`src/rtl/prog_loader.sv`:
```
`default_nettype none
// ============================================================================
// Module   : prog_loader
// Brief    : UART (8N1) framed-image loader that writes 14-bit words into the
//            program memory and holds the CPU in reset until a good image is in.
//            Optional checksum byte enabled by PROG_LOADER_CHKSUM_EN.
// Revision : 1.0 - initial release
// ============================================================================
module prog_loader #(
    parameter int CLKS_PER_BIT = 434,
    parameter int ADDR_W       = 11,
    parameter int DATA_W       = 14
) (
    input  logic              clk,
    input  logic              rst,
    input  logic              rx_i,
    output logic              wr_en,
    output logic [ADDR_W-1:0] wr_addr,
    output logic [DATA_W-1:0] wr_data,
    output logic              cpu_rst,
    output logic              busy,
    output logic              done,
    output logic              err
);

    localparam int         c_CNT_W   = $clog2(CLKS_PER_BIT);
    localparam logic [7:0] c_SYNC    = 8'hA5;
    localparam logic [c_CNT_W-1:0] c_HALF_M1 = c_CNT_W'(CLKS_PER_BIT / 2 - 1);
    localparam logic [c_CNT_W-1:0] c_FULL_M1 = c_CNT_W'(CLKS_PER_BIT - 1);

    typedef enum logic [1:0] {
        RX_IDLE  = 2'd0,
        RX_START = 2'd1,
        RX_DATA  = 2'd2,
        RX_STOP  = 2'd3
    } rx_state_t;

    typedef enum logic [2:0] {
        S_IDLE   = 3'd0,
        S_CNT_H  = 3'd1,
        S_CNT_L  = 3'd2,
        S_DATA_H = 3'd3,
        S_DATA_L = 3'd4,
        S_CHK    = 3'd5,
        S_DONE   = 3'd6,
        S_ERR    = 3'd7
    } state_t;

    // ---------------------------------------------------------------- receiver
    logic               r_rx_s1, r_rx_s2, r_rx_d;
    rx_state_t          r_rx_state, w_rx_state_nxt;
    logic [c_CNT_W-1:0] r_rx_cnt, w_rx_cnt_nxt;
    logic [2:0]         r_bit_idx, w_bit_idx_nxt;
    logic [7:0]         r_rx_byte, w_rx_byte_nxt;
    logic               r_byte_vld, w_byte_vld_nxt;
    logic               r_frame_err, w_frame_err_nxt;

    always_ff @(posedge clk or posedge rst) begin
        if (rst) begin
            r_rx_s1     <= 1'b1;
            r_rx_s2     <= 1'b1;
            r_rx_d      <= 1'b1;
            r_rx_state  <= RX_IDLE;
            r_rx_cnt    <= '0;
            r_bit_idx   <= '0;
            r_rx_byte   <= '0;
            r_byte_vld  <= 1'b0;
            r_frame_err <= 1'b0;
        end else begin
            r_rx_s1     <= rx_i;
            r_rx_s2     <= r_rx_s1;
            r_rx_d      <= r_rx_s2;
            r_rx_state  <= w_rx_state_nxt;
            r_rx_cnt    <= w_rx_cnt_nxt;
            r_bit_idx   <= w_bit_idx_nxt;
            r_rx_byte   <= w_rx_byte_nxt;
            r_byte_vld  <= w_byte_vld_nxt;
            r_frame_err <= w_frame_err_nxt;
        end
    end

    always_comb begin
        w_rx_state_nxt  = r_rx_state;
        w_rx_cnt_nxt    = r_rx_cnt + 1'b1;
        w_bit_idx_nxt   = r_bit_idx;
        w_rx_byte_nxt   = r_rx_byte;
        w_byte_vld_nxt  = 1'b0;
        w_frame_err_nxt = 1'b0;
        case (r_rx_state)
            RX_IDLE: begin
                w_rx_cnt_nxt = '0;
                if (!r_rx_s2 && r_rx_d)
                    w_rx_state_nxt = RX_START;
            end
            RX_START: begin
                // A start bit that is high again at mid-bit was only a glitch
                if (r_rx_cnt == c_HALF_M1) begin
                    w_rx_cnt_nxt   = '0;
                    w_bit_idx_nxt  = '0;
                    w_rx_state_nxt = r_rx_s2 ? RX_IDLE : RX_DATA;
                end
            end
            RX_DATA: begin
                if (r_rx_cnt == c_FULL_M1) begin
                    w_rx_cnt_nxt  = '0;
                    w_rx_byte_nxt = {r_rx_s2, r_rx_byte[7:1]};
                    w_bit_idx_nxt = r_bit_idx + 1'b1;
                    if (r_bit_idx == 3'd7)
                        w_rx_state_nxt = RX_STOP;
                end
            end
            RX_STOP: begin
                if (r_rx_cnt == c_FULL_M1) begin
                    w_rx_cnt_nxt    = '0;
                    w_byte_vld_nxt  = r_rx_s2;
                    w_frame_err_nxt = !r_rx_s2;
                    w_rx_state_nxt  = RX_IDLE;
                end
            end
            default: w_rx_state_nxt = RX_IDLE;
        endcase
    end

    // ------------------------------------------------------------ frame parser
    state_t            r_state, w_state_nxt;
    logic              r_wr_en, w_wr_en_nxt;
    logic [ADDR_W-1:0] r_wr_addr, w_wr_addr_nxt;
    logic [DATA_W-1:0] r_wr_data, w_wr_data_nxt;
    logic              r_cpu_rst, w_cpu_rst_nxt;
    logic              r_busy, w_busy_nxt;
    logic              r_done, w_done_nxt;
    logic              r_err, w_err_nxt;
    logic [2:0]        r_cnt_h, w_cnt_h_nxt;
    logic [10:0]       r_n, w_n_nxt;
    logic [5:0]        r_hi, w_hi_nxt;
    logic              w_go_done, w_go_err, w_data_end, w_last;
`ifdef PROG_LOADER_CHKSUM_EN
    logic [7:0]        r_sum, w_sum_nxt;
`endif

    assign w_last = (r_wr_addr == ADDR_W'(r_n - 11'd1));

    always_ff @(posedge clk or posedge rst) begin
        if (rst) begin
            r_state   <= S_IDLE;
            r_wr_en   <= 1'b0;
            r_wr_addr <= '0;
            r_wr_data <= '0;
            r_cpu_rst <= 1'b1;
            r_busy    <= 1'b0;
            r_done    <= 1'b0;
            r_err     <= 1'b0;
            r_cnt_h   <= '0;
            r_n       <= '0;
            r_hi      <= '0;
`ifdef PROG_LOADER_CHKSUM_EN
            r_sum     <= '0;
`endif
        end else begin
            r_state   <= w_state_nxt;
            r_wr_en   <= w_wr_en_nxt;
            r_wr_addr <= w_wr_addr_nxt;
            r_wr_data <= w_wr_data_nxt;
            r_cpu_rst <= w_cpu_rst_nxt;
            r_busy    <= w_busy_nxt;
            r_done    <= w_done_nxt;
            r_err     <= w_err_nxt;
            r_cnt_h   <= w_cnt_h_nxt;
            r_n       <= w_n_nxt;
            r_hi      <= w_hi_nxt;
`ifdef PROG_LOADER_CHKSUM_EN
            r_sum     <= w_sum_nxt;
`endif
        end
    end

    always_comb begin
        w_state_nxt   = r_state;
        w_wr_en_nxt   = 1'b0;
        w_wr_addr_nxt = r_wr_en ? r_wr_addr + 1'b1 : r_wr_addr;
        w_wr_data_nxt = r_wr_data;
        w_cpu_rst_nxt = r_cpu_rst;
        w_busy_nxt    = r_busy;
        w_done_nxt    = r_done;
        w_err_nxt     = r_err;
        w_cnt_h_nxt   = r_cnt_h;
        w_n_nxt       = r_n;
        w_hi_nxt      = r_hi;
        w_go_done     = 1'b0;
        w_go_err      = 1'b0;
        w_data_end    = 1'b0;
`ifdef PROG_LOADER_CHKSUM_EN
        w_sum_nxt     = r_byte_vld ? r_sum + r_rx_byte : r_sum;
`endif
        case (r_state)
            S_IDLE, S_DONE, S_ERR: begin
                if (r_byte_vld && r_rx_byte == c_SYNC) begin
                    w_state_nxt   = S_CNT_H;
                    w_busy_nxt    = 1'b1;
                    w_cpu_rst_nxt = 1'b1;
                    w_done_nxt    = 1'b0;
                    w_err_nxt     = 1'b0;
                    w_wr_addr_nxt = '0;
`ifdef PROG_LOADER_CHKSUM_EN
                    w_sum_nxt     = '0;
`endif
                end
            end
            S_CNT_H: begin
                if (r_byte_vld) begin
                    if (|r_rx_byte[7:3]) begin
                        w_go_err = 1'b1;
                    end else begin
                        w_cnt_h_nxt = r_rx_byte[2:0];
                        w_state_nxt = S_CNT_L;
                    end
                end
            end
            S_CNT_L: begin
                if (r_byte_vld) begin
                    w_n_nxt = {r_cnt_h, r_rx_byte};
                    if ({r_cnt_h, r_rx_byte} == 11'd0)
                        w_data_end = 1'b1;
                    else
                        w_state_nxt = S_DATA_H;
                end
            end
            S_DATA_H: begin
                if (r_byte_vld) begin
                    w_hi_nxt    = r_rx_byte[5:0];
                    w_state_nxt = S_DATA_L;
                end
            end
            S_DATA_L: begin
                if (r_byte_vld) begin
                    w_wr_en_nxt   = 1'b1;
                    w_wr_data_nxt = DATA_W'({r_hi, r_rx_byte});
                    if (w_last)
                        w_data_end = 1'b1;
                    else
                        w_state_nxt = S_DATA_H;
                end
            end
`ifdef PROG_LOADER_CHKSUM_EN
            S_CHK: begin
                if (r_byte_vld) begin
                    if (r_rx_byte == r_sum)
                        w_go_done = 1'b1;
                    else
                        w_go_err = 1'b1;
                end
            end
`endif
            default: w_state_nxt = S_IDLE;
        endcase

        if (w_data_end) begin
`ifdef PROG_LOADER_CHKSUM_EN
            w_state_nxt = S_CHK;
`else
            w_go_done = 1'b1;
`endif
        end

        if (r_frame_err && r_busy)
            w_go_err = 1'b1;

        if (w_go_done) begin
            w_state_nxt   = S_DONE;
            w_busy_nxt    = 1'b0;
            w_done_nxt    = 1'b1;
            w_err_nxt     = 1'b0;
            w_cpu_rst_nxt = 1'b0;
        end
        // Error wins; the CPU stays held so a partial image never runs
        if (w_go_err) begin
            w_state_nxt   = S_ERR;
            w_busy_nxt    = 1'b0;
            w_done_nxt    = 1'b0;
            w_err_nxt     = 1'b1;
            w_cpu_rst_nxt = 1'b1;
            w_wr_en_nxt   = 1'b0;
        end
    end

    assign wr_en   = r_wr_en;
    assign wr_addr = r_wr_addr;
    assign wr_data = r_wr_data;
    assign cpu_rst = r_cpu_rst;
    assign busy    = r_busy;
    assign done    = r_done;
    assign err     = r_err;

endmodule
`default_nettype wire

```
`config.mk`:
```
export PLATFORM = sky130hd
export DESIGN_NAME = prog_loader
export DESIGN_NICKNAME = d
export VERILOG_FILES = /design/src/rtl/prog_loader.sv
export SDC_FILE = /design/constraint.sdc
export NUM_CORES = 1
export LEC_CHECK = 0
export BUFFER_PORTS_ARGS = -buffer_cell sky130_fd_sc_hd__buf_2
export CORE_MARGIN = 3
export CORE_UTILIZATION = 55
export DETAILED_ROUTE_END_ITERATION = 16
export GPL_ROUTABILITY_DRIVEN = 0
export HOLD_SLACK_MARGIN = 0.12
export PLACE_DENSITY = 0.74
export SETUP_SLACK_MARGIN = 0.1
export SYNTH_ARGS = -nofsm -noshare
export SYNTH_HDL_FRONTEND = slang
export SYNTH_SLANG_ARGS = --single-unit
```
`constraint.sdc`:
```
create_clock -name clk -period 7.3 [get_ports clk]
set_input_delay 1.095 -clock clk [delete_from_list [all_inputs] [get_ports clk]]
set_output_delay 1.095 -clock clk [all_outputs]
set_load 0.01 [all_outputs]
```
# Yosys cells after proc, flatten, opt, wreduce, memory -nomap -nowiden

Cells that the tools add are included.

Register bits: 80
Input port bits: 3
Logic and storage cells: 129
Output and inout bits: 30

Reductions and logical operators: 22
Equal/unequal tests: 27
Add/sub/neg operators: 4
Bitwise gates (word level): 1
Mux-type cells: 55

Operator list:

| cell                  | count |
|---|---|
| $mux 3                | 12 |
| $mux 11               | 3 |
| $ne 4x4->1 const B    | 8 |
| $mux 1                | 27 |
| $pmux 9 s3            | 1 |
| $mux 9                | 2 |
| $pmux 3 s5            | 1 |
| $eq 3x3->1 const B    | 4 |
| $mux 2                | 6 |
| $add 11x1->11 const B | 1 |
| $eq 11x11->1          | 1 |
| $logic_not 11->1      | 1 |
| $sub 11x1->11 const B | 1 |
| $ne 2x2->1 const B    | 5 |
| $reduce_and 2->1      | 5 |
| $add 9x1->9 const B   | 1 |
| $eq 9x8->1 const B    | 1 |
| $eq 9x9->1 const B    | 1 |
| $eq 8x8->1 const B    | 1 |
| $pmux 2 s4            | 1 |
| $reduce_and 8->1      | 1 |
| $eq 3x2->1 const B    | 2 |
| $pmux 3 s2            | 1 |
| $reduce_and 3->1      | 2 |
| 16 further kinds      | 20 |

# Logic depth before layout (Yosys ltp)

Gate-level depths: netlist of the first run.

Depth in word-level cells: 8
Depth in mapped cells: 9

# Worst setup path after synthesis of the first run

Ideal clock, no wire load.

Kind: reg-to-reg
Start point: reg r_n[0]
End point: reg r_err, in the netlist err
Setup time: 0.120 ns
Slack: 5.003 ns
Path buffers: 0
Period minus slack after synthesis: 2.297 ns
Data arrival time: 2.177 ns
Cell stages (with the launch flop): 8
Required time: 7.180 ns
Cells stage by stage: dfrtp_1 inv_1 ha_1 or4b_4 o311ai_1 and4bb_4 o2111ai_4 a31o_1

Word-level cells in the longest chain between the ends: 8

Ends and longest elaborated chain:

| what                                                                | line | text |
|---|---|---|
| start, declared                                                     | 134  | `logic [10:0] r_n, w_n_nxt;` |
| start signal, assigned                                              | 169  | `r_n <= w_n_nxt;` |
| $sub 11x1->11 (*)                                                   | 141  | `assign w_last = (r_wr_addr == ADDR_W'(r_n - 11'd1));` |
| $eq 11x11->1 (*)                                                    | 141  |  |
| $mux 1 (*)                                                          | 238  | `if (w_last)` |
| $mux 1 (*)                                                          | 235  | `if (r_byte_vld) begin` |
| $pmux 1 s2 (*)                                                      | 195  | `case (r_state)` |
| $mux 1 (*)                                                          | 257  | `if (w_data_end) begin` |
| $reduce_bool 3->1 (no source line) / $mux 1 (equally long branches) | n/a  |  |
| $reduce_and 2->1 (no source line) / $mux 1 (equally long branches)  | n/a  |  |
| end signal, assigned                                                | 167  | `r_err <= w_err_nxt;` |
| end, declared                                                       | 132  | `logic r_err, w_err_nxt;` |

Every way passes the cells marked *; elsewhere a longest branch is shown, timed or not.
A chain may end at the register's enable or synchronous reset.

# Final worst setup path of the first run

Start point: reg r_rx_byte[3]
End point: reg r_err, in the netlist err

Word-level cells in the longest chain between the ends: 7

Ends and longest elaborated chain:

| what                                                                | line     | text |
|---|---|---|
| start, declared                                                     | 54       | `logic [7:0] r_rx_byte, w_rx_byte_nxt;` |
| start signal, assigned                                              | 76       | `r_rx_byte <= w_rx_byte_nxt;` |
| $logic_not 11->1 / $reduce_or 5->1 (equally long branches)          | 222, 211 |  |
| $mux 1 (on tied branches)                                           | 222, 211 |  |
| $mux 1 (on tied branches)                                           | 220, 210 |  |
| $pmux 1 s2 / $mux 1 (equally long branches)                         | 195      |  |
| $mux 1 (on tied branches)                                           | 257, 265 |  |
| $reduce_bool 3->1 (no source line) / $mux 1 (equally long branches) | n/a      |  |
| $reduce_and 2->1 (no source line) / $mux 1 (equally long branches)  | n/a      |  |

Parallel ways exist; a longest one is shown, timed or not.

==> impl_metrics.json, run 1 <==
{
  "synthArstFlopShare_pct": 100,
  "fin_nets": 400,
  "period_share_pct": 40.0,
  "layout_commonest_cell": "dfrtp_1",
  "gr-usage-met1_pct": 26.3,
  "setup_viol": 0,
  "avgSynthCellArea_um2": 11.1,
  "overflow": 0,
  "rr_endpoint": "err",
  "rr_startpoint": "r_rx_byte[3]",
  "hold_start": "r_rx_s1",
  "leakage_nw": 2.23,
  "synth_top_area_share_pct": 48.0,
  "crit_type": "reg -> reg",
  "synth_top_family_by_area": "simple AND/OR/NAND/NOR gates",
  "drv_slew": 0,
  "clock-sinks": 80,
  "multiInputGateArea_um2": 1830,
  "clock_path_buffers": 2,
  "cap_violations": 0,
  "place_ws_ps": 4440,
  "grt_usage_pct": 19.7,
  "synth_fa_ha_area_share_pct": 2.21,
  "cts_root_buf": "clkbuf_8",
  "synth-compound-area-share_pct": 10.7,
  "synthXorXnorAreaFrac_pct": 6.19,
  "hold_viol_final": 0,
  "min_to": "r_rx_s2",
  "hold_path.class": "reg -> reg",
  "holdWs_ps": 366,
  "skew_ps": 17.1,
  "synth-simple-area-share_pct": 15.3,
  "worstMarginPinSlew_ps": 1130,
  "synth_top_area_cell": "dfrtp_1",
  "grt_pass1_vias": 2713,
  "worstPathArrival_ps": 3160,
  "core-area_um2": 6870,
  "cts_tree": "done",
  "fmax_ghz": 0.342,
  "fill_cells": 577,
  "ios": 33,
  "grt_max_degree": 81,
  "power_density_nw_per_um2": 208,
  "tns_ps": 0,
  "synthTopCellsByArea": "dfrtp_1 (48%), mux2_2 (6.3%), mux2_1 (4.8%)",
  "wl_um": 7610,
  "synth.area.mux_share_pct": 11.8,
  "dr_total_vias": 2793,
  "final.min_clock_period_ps": 2920,
  "htreeDepth": 3,
  "wire_per_inst_um": 15.5,
  "synth_top_flop_cell": "dfrtp_1",
  "grt_pass1_wl_um": 13000,
  "grtUsageMet3_pct": 4.83,
  "dr.pass1.iters": 4,
  "regArea_um2": 2010,
  "ys_warn_count": 0,
  "hold-path-cell-count": 0,
  "cp.required_ps": 7540,
  "syn_inst": 358,
  "die_h_um": 90.9,
  "cts_resized": 0,
  "status": "finished, final reports clean",
  "endpoint_kind": "flip-flop",
  "ys_seq_area_share_pct": 50.7,
  "rsz0062_at_grt": "false",
  "io_buffer_count": 32,
  "area_delta_synth_final_pct": 12.0,
  "die_w_um": 90.9,
  "irDropWorstVdd_uv": 130,
  "cts_hold_buffers": 0,
  "drtIter0Drc": 121,
  "ys_types": 65,
  "start_util_pct": 57.7,
  "antenna_found_initial": 0,
  "n_antenna_cell": 0,
  "synth_edf_count": 0,
  "utilization_pct": 64.6,
  "clk_pin_slew_ps": 100,
  "cp_max_fo": 15,
  "cts_buffers": 9,
  "ys_seq_elements": 80,
  "drc": 0,
  "layout_setup_ws_ps": 4380,
  "rows": 30,
  "setup.worst_path.start_class": "flip-flop",
  "syn_nets": 368,
  "post-cts-setup-buffers": 0,
  "drtAntennaViolNets": 0,
  "die_area_um2": 8250,
  "netlist_area_um2": 3960,
  "reg2reg_slack_ps": 4380,
  "dp.final_hpwl_um": 5240,
  "clock_latency_ps": 360,
  "layout_common_cells": "dfrtp_1 (76), nor2_1 (39), buf_2 (32), mux2_2 (22), nand2_1 (18)",
  "grt-busiest-layer": "met2",
  "relSlewSlack_pct": 24.6,
  "vias_per_cell": 5.69,
  "use_met2_pct": 30.8,
  "final_layout_size_suffix_gt1_share_pct": 23.0,
  "reg2regPathDepth": 5
}
cell type report:
type / instances / area share (%)
multi-input combinational: 247 / 41.3
inverter: 18 / 1.55
sequential: 80 / 45.2
clock buffer: 9 / 2.79
clock inverter: 7 / 2.43
timing repair buffer: 34 / 3.95
tap: 96 / 2.71
where the power goes:
group | internal (mW) | switching, mW | leakage, nW
clock network | 0.200 | 0.176 | 0.114
logic | 0.0262 | 0.0310 | 1.03
registers | 0.463 | 0.0256 | 1.09
total | 0.689 | 0.232 | 2.23
synth_stat cells (all sizes together), types with 2 or more instances:
| library cell | instances |
|---|---|
| dfrtp | 76 |
| nor2 | 41 |
| mux2 | 39 |
| inv | 18 |
| nand2 | 18 |
| nand3 | 17 |
| xor2 | 16 |
| xnor2 | 12 |
| clkbuf | 11 |
| o21ai | 11 |
| a21oi | 10 |
| nand4 | 9 |
| ha | 7 |
| nor3 | 6 |
| and3 | 5 |
| dfstp | 4 |
| a21boi | 3 |
| a22oi | 3 |
| a31oi | 3 |
| mux2i | 3 |
| nor2b | 3 |
| o211ai | 3 |
| o22ai | 3 |
| or3 | 3 |
| a311oi | 2 |
| buf | 2 |
| nor4 | 2 |
| nor4b | 2 |
| o2111ai | 2 |
| o311ai | 2 |
| or4b | 2 |
cells by family after synthesis:
| kind of cell | Yosys count |
|---|---|
| buffers and inverters | 31 |
| XOR/XNOR | 28 |
| AND/OR/NAND/NOR | 115 |
| flip-flops | 80 |
| multiplexers | 42 |
| adder cells (fa/ha/maj) | 7 |
| AO/OA/AOI/OAI | 55 |
sequential cells by signal (all words and copies together), names as in the netlist, named ones only:
| register | cells |
|---|---|
| r_rx_byte | 8 |
| r_n | 11 |
| r_rx_state | 1 |
| r_hi | 6 |
| wr_en | 1 |
| err | 1 |
| done | 1 |
| r_cnt_h | 3 |
| busy | 1 |
| r_rx_s2 | 1 |
| cpu_rst | 1 |
| r_rx_d | 1 |
| r_bit_idx | 3 |
| r_rx_s1 | 1 |
| r_state | 3 |
| wr_addr | 11 |
| wr_data | 14 |
| r_byte_vld | 1 |
| r_frame_err | 1 |
| r_rx_cnt | 9 |
worst max path at each step:
stage,to,from,cells after the start
after floorplan,asynchronous set/reset pin,rst,1
after global placement,done,r_rx_byte[3],6
after detailed placement,err,r_rx_byte[3],5
after CTS,err,r_rx_byte[3],5
after global routing,err,r_rx_byte[3],5
final,err,r_rx_byte[3],5
through the flow:
step / cells / instance area (um2) / total power, mW
global placement: 475 / 4210 / 0.551
global route: 491 / 4440 / 0.963
detailed placement: 475 / 4210 / 0.556
CTS: 491 / 4440 / 0.933
finish: 491 / 4440 / 0.922
floorplan: 358 / 3960 / 0.539
routing by layer:
layer / up-vias / wire, um
met5: - / 0
met4: 0 / 80
met3: 6 / 278
met2: 54 / 3710
met1: 1388 / 3540
li1: 1345 / -
critical path, stage by stage, from the launching register on:
cell      delay (ps)
dfrtp_1          440
or3_1            440
nor4b_1          580
a21boi_1         980
nor2_1           110
a31o_1           250
Note: power is estimated with default switching activity, not from simulation.
==> run 2: changes to the inputs <==
--- a/config.mk
+++ b/config.mk
@@ -5,6 +5,7 @@
 export SDC_FILE = /design/constraint.sdc
 export NUM_CORES = 1
 export LEC_CHECK = 0
+export ABC_AREA = 1
 export BUFFER_PORTS_ARGS = -buffer_cell sky130_fd_sc_hd__buf_2
 export CORE_MARGIN = 3
 export CORE_UTILIZATION = 55
==> constraint.sdc (replaced) <==
create_clock -name clk -period 2.75 [get_ports clk]
set_input_delay 0.4125 -clock clk [delete_from_list [all_inputs] [get_ports clk]]
set_output_delay 0.4125 -clock clk [all_outputs]
set_load 0.01 [all_outputs]
==> impl_metrics.json, run 2 <==
{
  "die_w_um": 90.0,
  "cp.required_ps": 2990,
  "cp_slowest_cell": "dfrtp_1",
  "synthArstFlopShare_pct": 100,
  "clk_pin_slew_ps": 80,
  "wire_per_inst_um": 12.9,
  "grt_max_degree": 47,
  "post-cts-setup-buffers": 0,
  "utilization_pct": 64.0,
  "final_layout_size_suffix_gt1_share_pct": 15.5,
  "layout_common_cells": "nand2_1 (115), dfrtp_1 (76), inv_1 (59), nor2_1 (48), o21ai_0 (47)",
  "tns_ps": 0,
  "antenna_found_initial": 0,
  "worstMarginPinSlew_ps": 756,
  "cts_resized": 0,
  "core-area_um2": 6830,
  "grt_pass1_wl_um": 13700,
  "io_buffer_count": 32,
  "cts_tree": "done",
  "overflow": 0,
  "cts_hold_buffers": 1,
  "place_ws_ps": 787,
  "synth_top_area_share_pct": 49.0,
  "n_antenna_cell": 0,
  "cts_root_buf": "clkbuf_8",
  "leakage_nw": 2.24,
  "die_h_um": 90.0,
  "htreeDepth": 3,
  "power_density_nw_per_um2": 513,
  "dr.pass1.iters": 5,
  "clock_path_buffers": 2,
  "clock-sinks": 80,
  "ys_seq_elements": 80,
  "grt_pass1_vias": 3014,
  "worstPathArrival_ps": 2240,
  "ys_seq_area_share_pct": 51.7,
  "postPlaceCellArea_um2": 4180,
  "setup.worst_path.start_class": "flip-flop",
  "area_delta_synth_final_pct": 12.6,
  "period_share_pct": 72.6,
  "drtIter0Drc": 166,
  "hold_viol_final": 0,
  "slowest_delay_ps": 410,
  "avgSynthCellArea_um2": 8.25,
  "cp_max_fo": 4,
  "synth_edf_count": 0,
  "ios": 33,
  "hold-path-cell-count": 1,
  "setup_viol": 0,
  "synthTopCellsByArea": "dfrtp_1 (49%), nand2_1 (11%), o21ai_0 (6.1%)",
  "hold_path.class": "in -> reg",
  "crit_type": "reg -> reg",
  "syn_nets": 481,
  "netlist_area_um2": 3880,
  "drc": 0,
  "largest_register_ffs": 14,
  "cts_buffers": 9,
  "start_util_pct": 56.9,
  "postLayoutCellArea_um2": 4380,
  "ys_warn_count": 0,
  "reg2regPathDepth": 15,
  "final.min_clock_period_ps": 2000,
  "irDropWorstVdd_uv": 332,
  "ys_types": 27,
  "clock_latency_ps": 360,
  "cap_violations": 0,
  "synth_top_flop_cell": "dfrtp_1",
  "netlist_top_cells_count": "nand2_1 (115), dfrtp_1 (76), inv_1 (60)",
  "dr_total_vias": 3118,
  "crit_chain": "inv_2, ha_1, nand2_1, nor2_2, nand2_2, xor2_1, nand2_1, nor2_2, nand3_2, nand2_2, nand2_2, nand3_2, nand2_2, nand2_1, nand2_1",
  "layout_commonest_cell": "nand2_1",
  "wl_um": 7860,
  "synth_top_area_cell": "dfrtp_1",
  "grt_usage_pct": 20.8,
  "fin_nets": 522,
  "drv_slew": 0,
  "drtAntennaViolNets": 0,
  "skew_ps": 12.7,
  "rsz0062_at_grt": "false",
  "relSlewSlack_pct": 49.4,
  "dpl.cell_count": 596,
  "rows": 30,
  "fin_cells": 611,
  "die_area_um2": 8110,
  "layout_setup_ws_ps": 755,
  "endpoint_kind": "flip-flop",
  "dp.final_hpwl_um": 5670,
  "vias_per_cell": 5.10,
  "fill_cells": 596,
  "fmax_ghz": 0.501,
  "status": "finished, final reports clean",
  "syn_inst": 471,
  "synth_most_common_cell": "nand2_1"
}
[run 2: final cells by class]
cell class	count	area (um2)	share of cell area [%]
Clock buffer	9	124	2.83
Multi-Input combinational cell	320	1610	36.8
Timing Repair Buffer	37	213	4.86
Tap cell	96	120	2.75
Inverter	64	241	5.52
Clock inverter	5	58.8	1.34
Sequential cell	80	2010	45.9
[run 2: critical path: cells and delay by family, from the launching register on]
kind	cells	cell delay (ps)
xor+xnor	1	140
fa+ha+maj	1	200
buf+inv	1	70
flops	1	410
simple gates	12	1070
[run 2: routing by layer]
metal	vias to the layer above	routed length [um]	track usage, %
met5	-	0	0
li1	1580	-	-
met3	9	263	4.27
met1	1477	3480	25.9
met4	0	97	7.53
met2	52	4020	36.0
[run 2: stage by stage]
stage | total power, mW | hold slack (ps)
after floorplan | 1.37 | 345
after global placement | 1.41 | 345
after detailed placement | 1.42 | 349
after CTS | 2.27 | 141
after global routing | 2.36 | 141
final | 2.24 | 157
[run 2: path summary, 6_finish.rpt]
check,end,slack (ps),from
setup / recovery,r_state[0],750,r_n[0]
hold / removal,r_rx_s1,160,rx_i
setup reg to reg,r_state[0],750,r_n[0]
hold reg to reg,r_rx_s2,360,r_rx_s1
max in group asynchronous,cpu_rst,1400,rst
min in group asynchronous,wr_data[12],650,rst
[run 2: cells by family (layout without fill, tap and decap cells)]
| family | count (synthesis) | after routing | synth area share, % |
|---|---|---|---|
| xor gates and xnor gates | 16 | 16 | 3.61 |
| and+or+nand+nor | 231 | 231 | 26.0 |
| AOI/OAI and AO/OA | 60 | 60 | 7.92 |
| adders and majority gates | 7 | 7 | 2.25 |
| DFF | 80 | 80 | 51.7 |
| muxes | 6 | 6 | 1.74 |
| buffers and inverters | 71 | 115 | 6.86 |
[run 2: power breakdown]
| part | switching (mW) | internal, mW |
|---|---|---|
| Sequential | 0.0252 | 1.21 |
| Clock | 0.437 | 0.411 |
| Combinational | 0.116 | 0.0480 |
==> run 3: changes to the inputs <==
--- a/config.mk
+++ b/config.mk
@@ -8,11 +8,11 @@
 export ABC_AREA = 1
 export BUFFER_PORTS_ARGS = -buffer_cell sky130_fd_sc_hd__buf_2
 export CORE_MARGIN = 3
-export CORE_UTILIZATION = 55
+export CORE_UTILIZATION = 54
 export DETAILED_ROUTE_END_ITERATION = 16
 export GPL_ROUTABILITY_DRIVEN = 0
 export HOLD_SLACK_MARGIN = 0.12
-export PLACE_DENSITY = 0.74
+export PLACE_DENSITY = 0.76
 export SETUP_SLACK_MARGIN = 0.1
 export SYNTH_ARGS = -nofsm -noshare
 export SYNTH_HDL_FRONTEND = slang
==> constraint.sdc (replaced) <==
create_clock -name clk -period 1.6 [get_ports clk]
set_input_delay 0.24 -clock clk [delete_from_list [all_inputs] [get_ports clk]]
set_output_delay 0.24 -clock clk [all_outputs]
set_load 0.01 [all_outputs]
==> impl_metrics.json, run 3 (same netlist as run 2, synthesis figures left out) <==
{
  "dpl.cell_count": 636,
  "relSlewSlack_pct": 72.4,
  "rr_endpoint": "r_state[0]",
  "cts_buffers": 9,
  "ios": 33,
  "wire_per_inst_um": 16.0,
  "place_ws_ps": -272,
  "layout_common_cells": "nand2_1 (92), dfrtp_1 (70), buf_4 (60), inv_1 (49)",
  "period_share_pct": 123,
  "drtAntennaViolNets": 0,
  "fin_nets": 595,
  "die_area_um2": 8250,
  "irDropWorstVdd_uv": 630,
  "reg2reg_slack_ps": -370,
  "grt_pass1_wl_um": 15800,
  "htreeDepth": 3,
  "clock-sinks": 80,
  "clock_latency_ps": 350,
  "dr.pass1.iters": 5,
  "antenna_found_initial": 0,
  "dr_total_vias": 3731,
  "die_w_um": 90.8,
  "hold-path-cell-count": 0,
  "rr_startpoint": "r_n[1]",
  "io_buffer_count": 32,
  "fmax_ghz": 0.508,
  "largest_register_ffs": 14,
  "skew_ps": 8.84,
  "dp.final_hpwl_um": 6110,
  "power_density_nw_per_um2": 777,
  "hold_path.class": "reg -> reg",
  "layout_setup_ws_ps": -367,
  "drv_slew": 0,
  "drtIter0Drc": 256,
  "cap_violations": 0,
  "grt_max_degree": 81,
  "cp.required_ps": 1840,
  "min_to": "r_rx_s2",
  "overflow": 0,
  "core-area_um2": 6870,
  "wl_um": 10900,
  "hold_viol_final": 0,
  "worstSetupStartpoint": "r_n[1]",
  "crit_type": "reg -> reg",
  "final_layout_size_suffix_gt1_share_pct": 42.4,
  "worstMarginPinSlew_ps": 413,
  "die_h_um": 90.8,
  "status": "finished with violations",
  "drc": 0,
  "rows": 30,
  "worstPathArrival_ps": 2200,
  "layout_commonest_cell": "nand2_1",
  "endpoint_kind": "flip-flop",
  "violations": "setup timing",
  "cts_tree": "done",
  "fill_cells": 400,
  "setup.worst_path.start_class": "flip-flop",
  "cts_root_buf": "clkbuf_8",
  "grt_usage_pct": 23.9,
  "fin_cells": 685,
  "cp_max_fo": 3,
  "hold_start": "r_rx_s1",
  "area_delta_synth_final_pct": 41.6,
  "leakage_nw": 2.70,
  "setup_viol": 9,
  "tns_ps": -2040,
  "final.min_clock_period_ps": 1970,
  "vias_per_cell": 5.45,
  "reg2regPathDepth": 14,
  "n_antenna_cell": 0,
  "start_util_pct": 56.6,
  "grt_pass1_vias": 3628,
  "clock_path_buffers": 2,
  "clk_pin_slew_ps": 70,
  "rsz0062_at_grt": "true",
  "multiInputGateArea_um2": 2110,
  "regArea_um2": 2010
}
-- run 3: worst max-delay path by stage --
stage                 endpoint  slack (ps)  cells past startpoint
floorplan           r_state[0]        -110                     15
global placement    r_state[0]        -210                     14
detailed placement  r_state[2]        -270                     15
CTS                 r_state[2]        -220                     14
global route        r_state[0]        -530                     14
finish              r_state[0]        -370                     14
-- run 3: what timing repair did --
item	in CTS	in global routing
pin swaps	27	40
cloned	2	2
endpoints found under the hold margin	77	0
hold buffers	2	0
gates resized for setup	76	82
endpoints found under the setup margin	38	66
buffers inserted	16	16
-- run 3: stage by stage --
stage	total power, mW	cell area [um2]	hold WS, ps	util (%)
after floorplan	2.36	3920	244	-
after global placement	2.43	4530	346	65.9
after detailed placement	2.44	4530	348	65.9
after CTS	4.06	5100	362	74.2
after global routing	4.45	5500	365	80.1
final	4.28	5500	360	80.1
-- run 3: area by class of cell --
type / instances / share of cell area, %
sequential: 80 / 36.6
timing repair buffer: 109 / 14.9
multi-input combinational: 321 / 38.3
clock inverter: 5 / 1.05
inverter: 64 / 4.66
clock buffer: 10 / 2.32
tap: 96 / 2.18
-- run 3: per-layer routing --
metal,up-vias,GRT usage (%),share of wire (%)
met5,-,0,0
met1,1818,26.3,38
met3,50,3.83,3.8
met4,0,11.7,4.7
li1,1738,-,-
met2,125,44.3,54
-- run 3: worst max-delay path: stages, from the launching register on --
cell	delay [ps]
dfrtp_1	400
inv_2	90
ha_4	200
xor2_1	170
nand3_1	100
nor2_1	120
nand2_1	70
nor2_2	90
nand3_2	90
nand2_2	120
nand3_2	90
nand2_1	110
inv_1	70
nand3_2	50
nand2_1	60
-- run 3: power by group --
group	internal (mW)	total, mW	switching [mW]
combinational	0.306	0.691	0.384
clock	0.716	1.45	0.730
sequential	2.08	2.14	0.0627
